--- config.mk ---
export PLATFORM = sky130hd
export DESIGN_NAME = muldiv_ctrl
export DESIGN_NICKNAME = d
export VERILOG_FILES = /design/src/rtl/muldiv_ctrl.sv
export SDC_FILE = /design/constraint.sdc
export NUM_CORES = 1
export LEC_CHECK = 0
export ABC_AREA = 1
export BUFFER_PORTS_ARGS = -buffer_cell sky130_fd_sc_hd__buf_2
export CAP_MARGIN = 20
export CELL_PAD_IN_SITES_DETAIL_PLACEMENT = 2
export CELL_PAD_IN_SITES_GLOBAL_PLACEMENT = 2
export CORE_ASPECT_RATIO = 1.75
export CORE_MARGIN = 4
export CORE_UTILIZATION = 21
export CTS_BUF_LIST = sky130_fd_sc_hd__clkbuf_8
export DETAILED_ROUTE_END_ITERATION = 8
export PLACE_DENSITY_LB_ADDON = 0.1
export SETUP_SLACK_MARGIN = 0.2
export SKIP_LAST_GASP = 1
export SYNTH_ARGS = -nofsm -noshare
export SYNTH_HDL_FRONTEND = slang
export SYNTH_SLANG_ARGS = --single-unit
--- constraint.sdc ---
create_clock -name clk -period 2.1 [get_ports clk]
set_input_delay 0.21 -clock clk [delete_from_list [all_inputs] [get_ports clk]]
set_output_delay 0.21 -clock clk [all_outputs]
set_load 0.01 [all_outputs]
--- src/rtl/muldiv_ctrl.sv ---
// muldiv_ctrl: sequences one HILO op (mult/multu/div/divu) through the shared
// fixed-latency multiplier or the iterative divider. It stalls EX while the op
// is in flight and presents the registered 64-bit {hi, lo} result for one cycle.
// Optional feature macro: MULDIV_DIV0_FAST_EN. When it is defined, a divide by
// zero completes straight from IDLE with {op_a, 32'hFFFFFFFF} and the divider
// is never started.
module muldiv_ctrl #(
    parameter int MUL_LAT = 2
) (
    input  logic        clk,
    input  logic        rst,
    input  logic        flush,
    input  logic        op_valid,
    input  logic [1:0]  op_sel,
    input  logic [31:0] op_a,
    input  logic [31:0] op_b,
    output logic        mul_signed,
    output logic [31:0] mul_ina,
    output logic [31:0] mul_inb,
    input  logic [63:0] mul_result,
    output logic        div_start,
    output logic        div_signed,
    output logic [31:0] div_op1,
    output logic [31:0] div_op2,
    output logic        div_annul,
    input  logic [63:0] div_result,
    input  logic        div_ready,
    output logic        stall_for_muldiv,
    output logic        res_valid,
    output logic [63:0] hilo_res
);

    typedef enum logic [1:0] {IDLE, MUL, DIV, DONE} state_t;

    localparam logic [2:0] CNT_LAST = 3'(MUL_LAT - 1);

    state_t      state, state_nxt;
    logic [1:0]  op_q;
    logic [31:0] a_q, b_q;
    logic [2:0]  cnt;
    logic [63:0] res_q;
    logic        accept, div0_fast;

    assign accept = (state == IDLE) && op_valid && !flush;

`ifdef MULDIV_DIV0_FAST_EN
    assign div0_fast = accept && op_sel[1] && (op_b == 32'd0);
`else
    assign div0_fast = 1'b0;
`endif

    // Next-state logic; flush overrides every transition back to IDLE.
    always_comb begin
        state_nxt = state;
        case (state)
            IDLE: begin
                if (accept) begin
                    if (div0_fast)      state_nxt = DONE;
                    else if (op_sel[1]) state_nxt = DIV;
                    else                state_nxt = MUL;
                end
            end
            MUL:  if (cnt == CNT_LAST) state_nxt = DONE;
            DIV:  if (div_ready) state_nxt = DONE;
            DONE: state_nxt = IDLE;
            default: state_nxt = IDLE;
        endcase
        if (flush) state_nxt = IDLE;
    end

    // State, operand latch, latency counter and result register.
    always_ff @(posedge clk) begin
        if (rst) begin
            state <= IDLE;
            op_q  <= 2'd0;
            a_q   <= 32'd0;
            b_q   <= 32'd0;
            cnt   <= 3'd0;
            res_q <= 64'd0;
        end else begin
            state <= state_nxt;
            if (accept) begin
                op_q <= op_sel;
                a_q  <= op_a;
                b_q  <= op_b;
            end
            // Counter idles at 0 outside MUL, so it always enters MUL at 0.
            if (flush || state != MUL) cnt <= 3'd0;
            else                       cnt <= cnt + 3'd1;
            if (!flush) begin
                if (div0_fast)
                    res_q <= {op_a, 32'hFFFF_FFFF};
                else if (state == MUL && cnt == CNT_LAST)
                    res_q <= mul_result;
                else if (state == DIV && div_ready)
                    res_q <= div_result;
            end
        end
    end

    // Unit drive, stall and result strobe; everything downstream uses latched operands.
    always_comb begin
        mul_signed       = 1'b0;
        mul_ina          = 32'd0;
        mul_inb          = 32'd0;
        div_start        = 1'b0;
        div_signed       = 1'b0;
        div_op1          = 32'd0;
        div_op2          = 32'd0;
        div_annul        = 1'b0;
        stall_for_muldiv = 1'b0;
        res_valid        = 1'b0;
        case (state)
            IDLE: stall_for_muldiv = op_valid && !rst;
            MUL: begin
                mul_signed       = (op_q == 2'b00);
                mul_ina          = a_q;
                mul_inb          = b_q;
                stall_for_muldiv = 1'b1;
            end
            DIV: begin
                div_start        = !div_ready;
                div_signed       = (op_q == 2'b10);
                div_op1          = a_q;
                div_op2          = b_q;
                stall_for_muldiv = 1'b1;
                // Reset clears the divider itself, so only flush needs an abort.
                div_annul        = flush && !rst;
            end
            DONE: res_valid = !flush;
            default: ;
        endcase
    end

    assign hilo_res = res_q;

endmodule
==> flow_summary.yaml, run 1 <==
placed_design:
  hpwl_um: 23900
  dp.cells: 2019
  gp_congestion: 0.752
  port_buffers: 396
outcome:
  outcome: "completed"
worst_setup_path:
  cp-start-kind: "register"
  r2r_slack_ns: 0.30
  crit_slowest_cell: "dfxtp_4"
  crit_top_cell: "buf_6"
  end_kind: "output pin"
  crit_arrival_ns: 1.73
  max_stage_delay_ns: 0.37
  worstPathCellList: "inv_4, ha_4, buf_6, clkbuf_16, nand2_2, inv_2, buf_6"
  worstRegToRegCells: 10
  timing.rr.start: "state[1]"
  r2r_end: "hilo_res[32]"
  critPathRequiredTime_ns: 1.89
  worstSetupPathType: "register to output pin"
  crit_fanout: 8
clock_tree:
  clock-sinks: 135
  clkSlewWorstSetupHoldPaths_ns: 0.08
  clk_latency_ns: 0.46
  cts_buffers: 17
  clock-root-buffer: "clkbuf_8"
  cts_htree_levels: 4
  cts.path.max_buffers: 2
  cts_tree: "done"
sta:
  max_freq_mhz: 516
  fin_crit_ns: 1.94
  slew_viol_final: 0
  min_period_over_period_pct: 92.2
  rsz0062_at_grt: "yes"
  tns_ns: 0
  hold_violations: 0
  clock_skew_ns: 0.00966
  max_slew_margin_pct: 68.6
  worstMarginPinSlew_ns: 0.472
  setup_violations: 0
floorplan:
  fp.coreArea_sq_um: 33100
  fp.dieH_um: 251
  ios: 397
  dieWidth_um: 147
  start_util_pct: 21.4
  die-area_sq_um: 36900
  rows: 88
synth:
  yosysTopAreaCellShare_pct: 38.1
  synthesis.nets: 1436
  synth_area_sq_um: 7100
  synth-simple-area-share_pct: 32.5
  yosysUniqueCellTypes: 15
  synthCells: 1229
  synth_edf_count: 0
  synth-seq-area-share_pct: 38.1
  ys_warn_count: 0
  ys_seq_elements: 135
  synth.most_common_cell: "nand2_1"
  synth_top_cells_by_count: "337 x nand2_1, 273 x nor2_1, 269 x inv_1, 135 x dfxtp_1, 121 x o21ai_0"
  synth_top_family_by_area: "simple AND/OR/NAND/NOR gates"
  async_reset_ff_share_pct: 0
  syn_area_per_cell_sq_um: 5.78
  netlist_top_cells_area: "dfxtp_1 38%, nand2_1 18%, nor2_1 14%"
  synth_ff_type: "dfxtp_1"
  synth-compound-area-share_pct: 9.38
  synth-xor-area-share_pct: 0.123
  synth_mux_area_share_pct: 0
  synth.largest_area_cell: "dfxtp_1"
  synth_fa_ha_area_share_pct: 1.41
route:
  firstDrtPassIters: 4
  viasPerCell: 4.29
  routed_wl_um: 39600
  num_vias: 9242
  wire_per_inst_um: 18.4
  drc: 0
  postRouteAntennaNets: 0
  drtIter0Drc: 251
power_and_ir_drop:
  swShare_pct: 30.0
  cellLeakagePower_nw: 8.00
  internal-power_mw: 4.66
  ir_worst_vdd_mv: 0.377
  seq_power_share_pct: 42.8
  clockPowerShare_pct: 37.3
  power.share.combinational_pct: 19.9
  p_switching_mw: 2.00
  powerDensity_nw_per_um2: 538
grt:
  grt_first_pass_wirelength_um: 53200
  grt-ovfl-total: 0
  grt_pass1_vias: 9782
  antenna_found_initial: 4
  grt_start_max_net_pins: 123
  track_usage_pct: 18.3
layout:
  stdcell_count: 2155
  area_growth_pct: 74.6
  drive_above_1_share_pct: 38.0
  final_nets: 1897
min_path:
  hp-start: "op_sel[1]"
  hold-path-endpoint: "op_q[1]"
  hold_path_depth: 3
  min_path_type: "primary input to register"
flow_run:
  drv_cap: 0
-- sequential cells by signal, indices dropped and copies added (netlist names) --
name / cells
cnt: 3
b_q: 32
state: 2
a_q: 32
op_q: 2
hilo_res: 64
-- logic make-up after synthesis --
logic type | Yosys count
buffers and inverters | 339
AND/OR/NAND/NOR | 613
XOR/XNOR | 1
AO/OA/AOI/OAI | 133
flip-flops | 135
adder cells (fa/ha/maj) | 8
-- cells in the final DEF, fill, tap and decap left out, drive strengths merged --
cell / instances
nand3: 2
clkbuf: 28
xnor2: 1
nor2: 273
o21ai: 132
nor3b: 1
clkinv: 6
inv: 269
bufinv: 4
clkinvlp: 2
dlygate4sd3: 65
dfxtp: 135
diode: 3
buf: 438
ha: 8
a21oi: 1
nand2: 337
-- worst max path at each step --
stage / from / to / depth (start not counted)
after floorplan: state[0] / div_op1[0] / 6
after global placement: state[1] / hilo_res[37] / 9
after detailed placement: state[1] / hilo_res[57] / 8
after CTS: state[1] / mul_inb[23] / 7
after global routing: state[0] / div_op2[29] / 7
final: state[1] / mul_inb[28] / 7
-- final cells by class --
class / count / area [sq um]
Fill cell: 4011 / 20700
Clock inverter: 12 / 176
Inverter: 269 / 1020
Antenna cell: 3 / 7.51
Clock buffer: 19 / 262
Multi-Input combinational cell: 755 / 3610
Sequential cell: 135 / 2710
Timing Repair Buffer: 512 / 4040
Tap cell: 450 / 563
-- timing repair --
action                     in CTS  in global routing
pin swaps                       8                 42
hold endpoints to repair       65                  0
buffers inserted               12                  6
setup endpoints to repair     130                136
hold buffers                   65                  0
gates cloned                    9                 10
gates resized for setup        43                279
-- power by group through the flow --
stage          Clock, mW  Sequential [mW]  Combinational, mW
6_report            2.48             2.85               1.33
5_1_grt             2.70             2.88               1.46
4_1_cts             2.59             2.81               1.18
3_3_place_gp           0             2.86              0.889
3_5_place_dp           0             2.86              0.907
2_1_floorplan          0             2.84              0.447
-- per-stage QoR --
step / setup WS [ns] / hold WS [ns] / util (%) / power (mW) / instance area (sq um)
6_report: 0.163 / 0.0583 / 37.4 / 6.66 / 12400
5_1_grt: 0.0503 / 0.0385 / 37.4 / 7.04 / 12400
4_1_cts: 0.138 / 0.00627 / 33.7 / 6.57 / 11200
3_5_place_dp: 0.248 / 0.441 / 28.9 / 3.77 / 9570
3_3_place_gp: 0.320 / 0.432 / 28.9 / 3.74 / 9570
2_1_floorplan: 0.526 / 0.345 / - / 3.29 / 7100
-- critical path, delay by kind of cell, from the launching register on --
kind,cells,cell delay [ns]
buffers and inverters,5,0.58
adder cells (fa/ha/maj),1,0.22
flip-flops,1,0.37
AND/OR/NAND/NOR,1,0.07
-- per-layer routing --
metal / vias up / GRT usage [%] / routed length (um)
met1: 4494 / 18.2 / 13600
met3: 44 / 4.27 / 1930
met2: 259 / 36.4 / 23200
met4: 4 / 6.74 / 843
met5: - / 0 / 23
li1: 4441 / - / -
No activity file was read; power rests on OpenSTA's default activity.
==> run 2: changes to the inputs <==
--- a/config.mk
+++ b/config.mk
@@ -11,7 +11,7 @@
 export CELL_PAD_IN_SITES_DETAIL_PLACEMENT = 2
 export CELL_PAD_IN_SITES_GLOBAL_PLACEMENT = 2
 export CORE_ASPECT_RATIO = 1.75
-export CORE_MARGIN = 4
+export CORE_MARGIN = 2
 export CORE_UTILIZATION = 21
 export CTS_BUF_LIST = sky130_fd_sc_hd__clkbuf_8
 export DETAILED_ROUTE_END_ITERATION = 8
==> run 2 against run 1 <==
Register-to-register slack better by 0.02 ns. Largest power group unchanged. Die area is 4.3% lower. Combinational power hardly changed. Via count is 1.0% lower. Total power is 5.5% lower. Count of clock-buffer cells in the layout is 2 lower.
==> flow_summary.yaml, run 2 (synthesized netlist as in run 1, its figures left out) <==
floorplan:
  ios: 397
  dieWidth_um: 143
  fp.dieH_um: 247
  die-area_sq_um: 35400
  fp.coreArea_sq_um: 33500
  start_util_pct: 21.2
  rows: 89
sta:
  fin_crit_ns: 2.00
  hold_violations: 0
  setup_slack_ns: 0.104
  min_period_over_period_pct: 95.1
  rsz0062_at_grt: "yes"
  max_slew_margin_pct: 69.5
  clock_skew_ns: 0.0103
  worst_hold_slack_ns: 0.0588
  worstMarginPinSlew_ns: 0.458
  slew_viol_final: 0
  max_freq_mhz: 501
  tns_ns: 0
  setup_violations: 0
layout:
  largest_reg_flops: 64
  drive_above_1_share_pct: 37.0
  area_growth_pct: 71.5
  stdcell_count: 2152
  final_nets: 1889
  fillers: 4097
  layout_commonest_cell: "buf_2"
  regArea_sq_um: 2710
  final_cell_mix: "324 x buf_2, 272 x nor2_1, 261 x nand2_1"
  fin_util_pct: 36.3
  multiInputGateArea_sq_um: 3660
clock_tree:
  cts_tree: "done"
  cts_htree_levels: 4
  cts.path.max_buffers: 2
  cts_buffers: 17
  clock-root-buffer: "clkbuf_8"
  clock-sinks: 135
  clk_latency_ns: 0.49
  clkSlewWorstSetupHoldPaths_ns: 0.08
placed_design:
  hpwl_um: 23600
  dp.cells: 2027
  place_ws_ns: 0.334
  gp_congestion: 0.774
  port_buffers: 396
grt:
  antenna_found_initial: 4
  track_usage_pct: 19.2
  grt-ovfl-total: 0
  grt_start_max_net_pins: 129
  grt_first_pass_wirelength_um: 51200
  grt_pass1_vias: 9451
outcome:
  outcome: "completed"
worst_setup_path:
  critPathRequiredTime_ns: 1.89
  crit_arrival_ns: 1.79
  worstPathCellList: "inv_4, ha_4, buf_12, buf_16, nand2_2, inv_1, buf_2"
  cpLargestDelayFamily: "buffers and inverters"
  cp.buffers_inverters: 5
  crit_fanout: 8
  cp-start-kind: "register"
  end_kind: "output pin"
  worstSetupPathType: "register to output pin"
  crit_slowest_cell: "dfxtp_4"
  max_stage_delay_ns: 0.37
route:
  routed_wl_um: 38200
  postRouteAntennaNets: 0
  firstDrtPassIters: 4
  drc: 0
  num_vias: 9146
  viasPerCell: 4.25
  drtIter0Drc: 167
  wire_per_inst_um: 17.8
power_and_ir_drop:
  powerDensity_nw_per_um2: 517
  ir_worst_vdd_mv: 0.387
  cellLeakagePower_nw: 8.06
flow_run:
  drv_cap: 0
min_path:
  min_path_type: "primary input to register"
run 2: path summary, 6_finish.rpt:
path | start | end | slack [ns] | cells past startpoint
min reg2reg | cnt[0] | cnt[0] | 0.49 | 1
max | state[0] | div_op2[31] | 0.10 | 7
min | div_result[59] | hilo_res[59] | 0.06 | 5
max reg2reg | state[1] | hilo_res[55] | 0.32 | 9
run 2: layout make-up:
cell class                 count  share of cell area [%]
tap                          455                    4.68
multi-input combinational    755                    30.1
clock buffer                  17                    1.92
inverter                     269                    8.35
sequential                   135                    22.3
clock inverter                14                    1.07
antenna                        3                  0.0617
timing repair buffer         504                    31.6
run 2: worst min-delay path, cell delays in order:
cell and delay [ns]:
buf_2 0.07, nand2_1 0.04, o21ai_0 0.06, nor2_1 0.04, nor2_1 0.08
run 2: stage by stage:
step	cell area [sq um]	power [mW]
floorplan	7100	3.29
global placement	9610	3.74
detailed placement	9610	3.77
CTS	11100	6.24
global route	12200	6.65
finish	12200	6.30
run 2: layer usage:
metal | wire, um | track usage [%] | up-vias
met5 | 0 | 0 | -
met4 | 1790 | 7.16 | 0
met3 | 1850 | 3.91 | 78
met2 | 21700 | 39.3 | 280
met1 | 12900 | 18.0 | 4365
li1 | - | - | 4423
run 2: report_power, final:
group | leakage [nW] | total [mW] | internal (mW) | switching [mW]
clock network | 0.170 | 2.12 | 0.933 | 1.19
logic | 6.79 | 1.31 | 0.608 | 0.706
registers | 1.10 | 2.86 | 2.70 | 0.165
total | 8.06 | 6.30 | 4.24 | 2.06
run 2: what timing repair did:
action / 4_1_cts / 5_1_grt
endpoints found under the setup margin: 133 / 110
hold endpoints to repair: 66 / 0
buffers inserted: 10 / 0
pin swaps: 8 / 53
hold buffers: 66 / 0
gates resized for setup: 39 / 265
cloned: 9 / 6
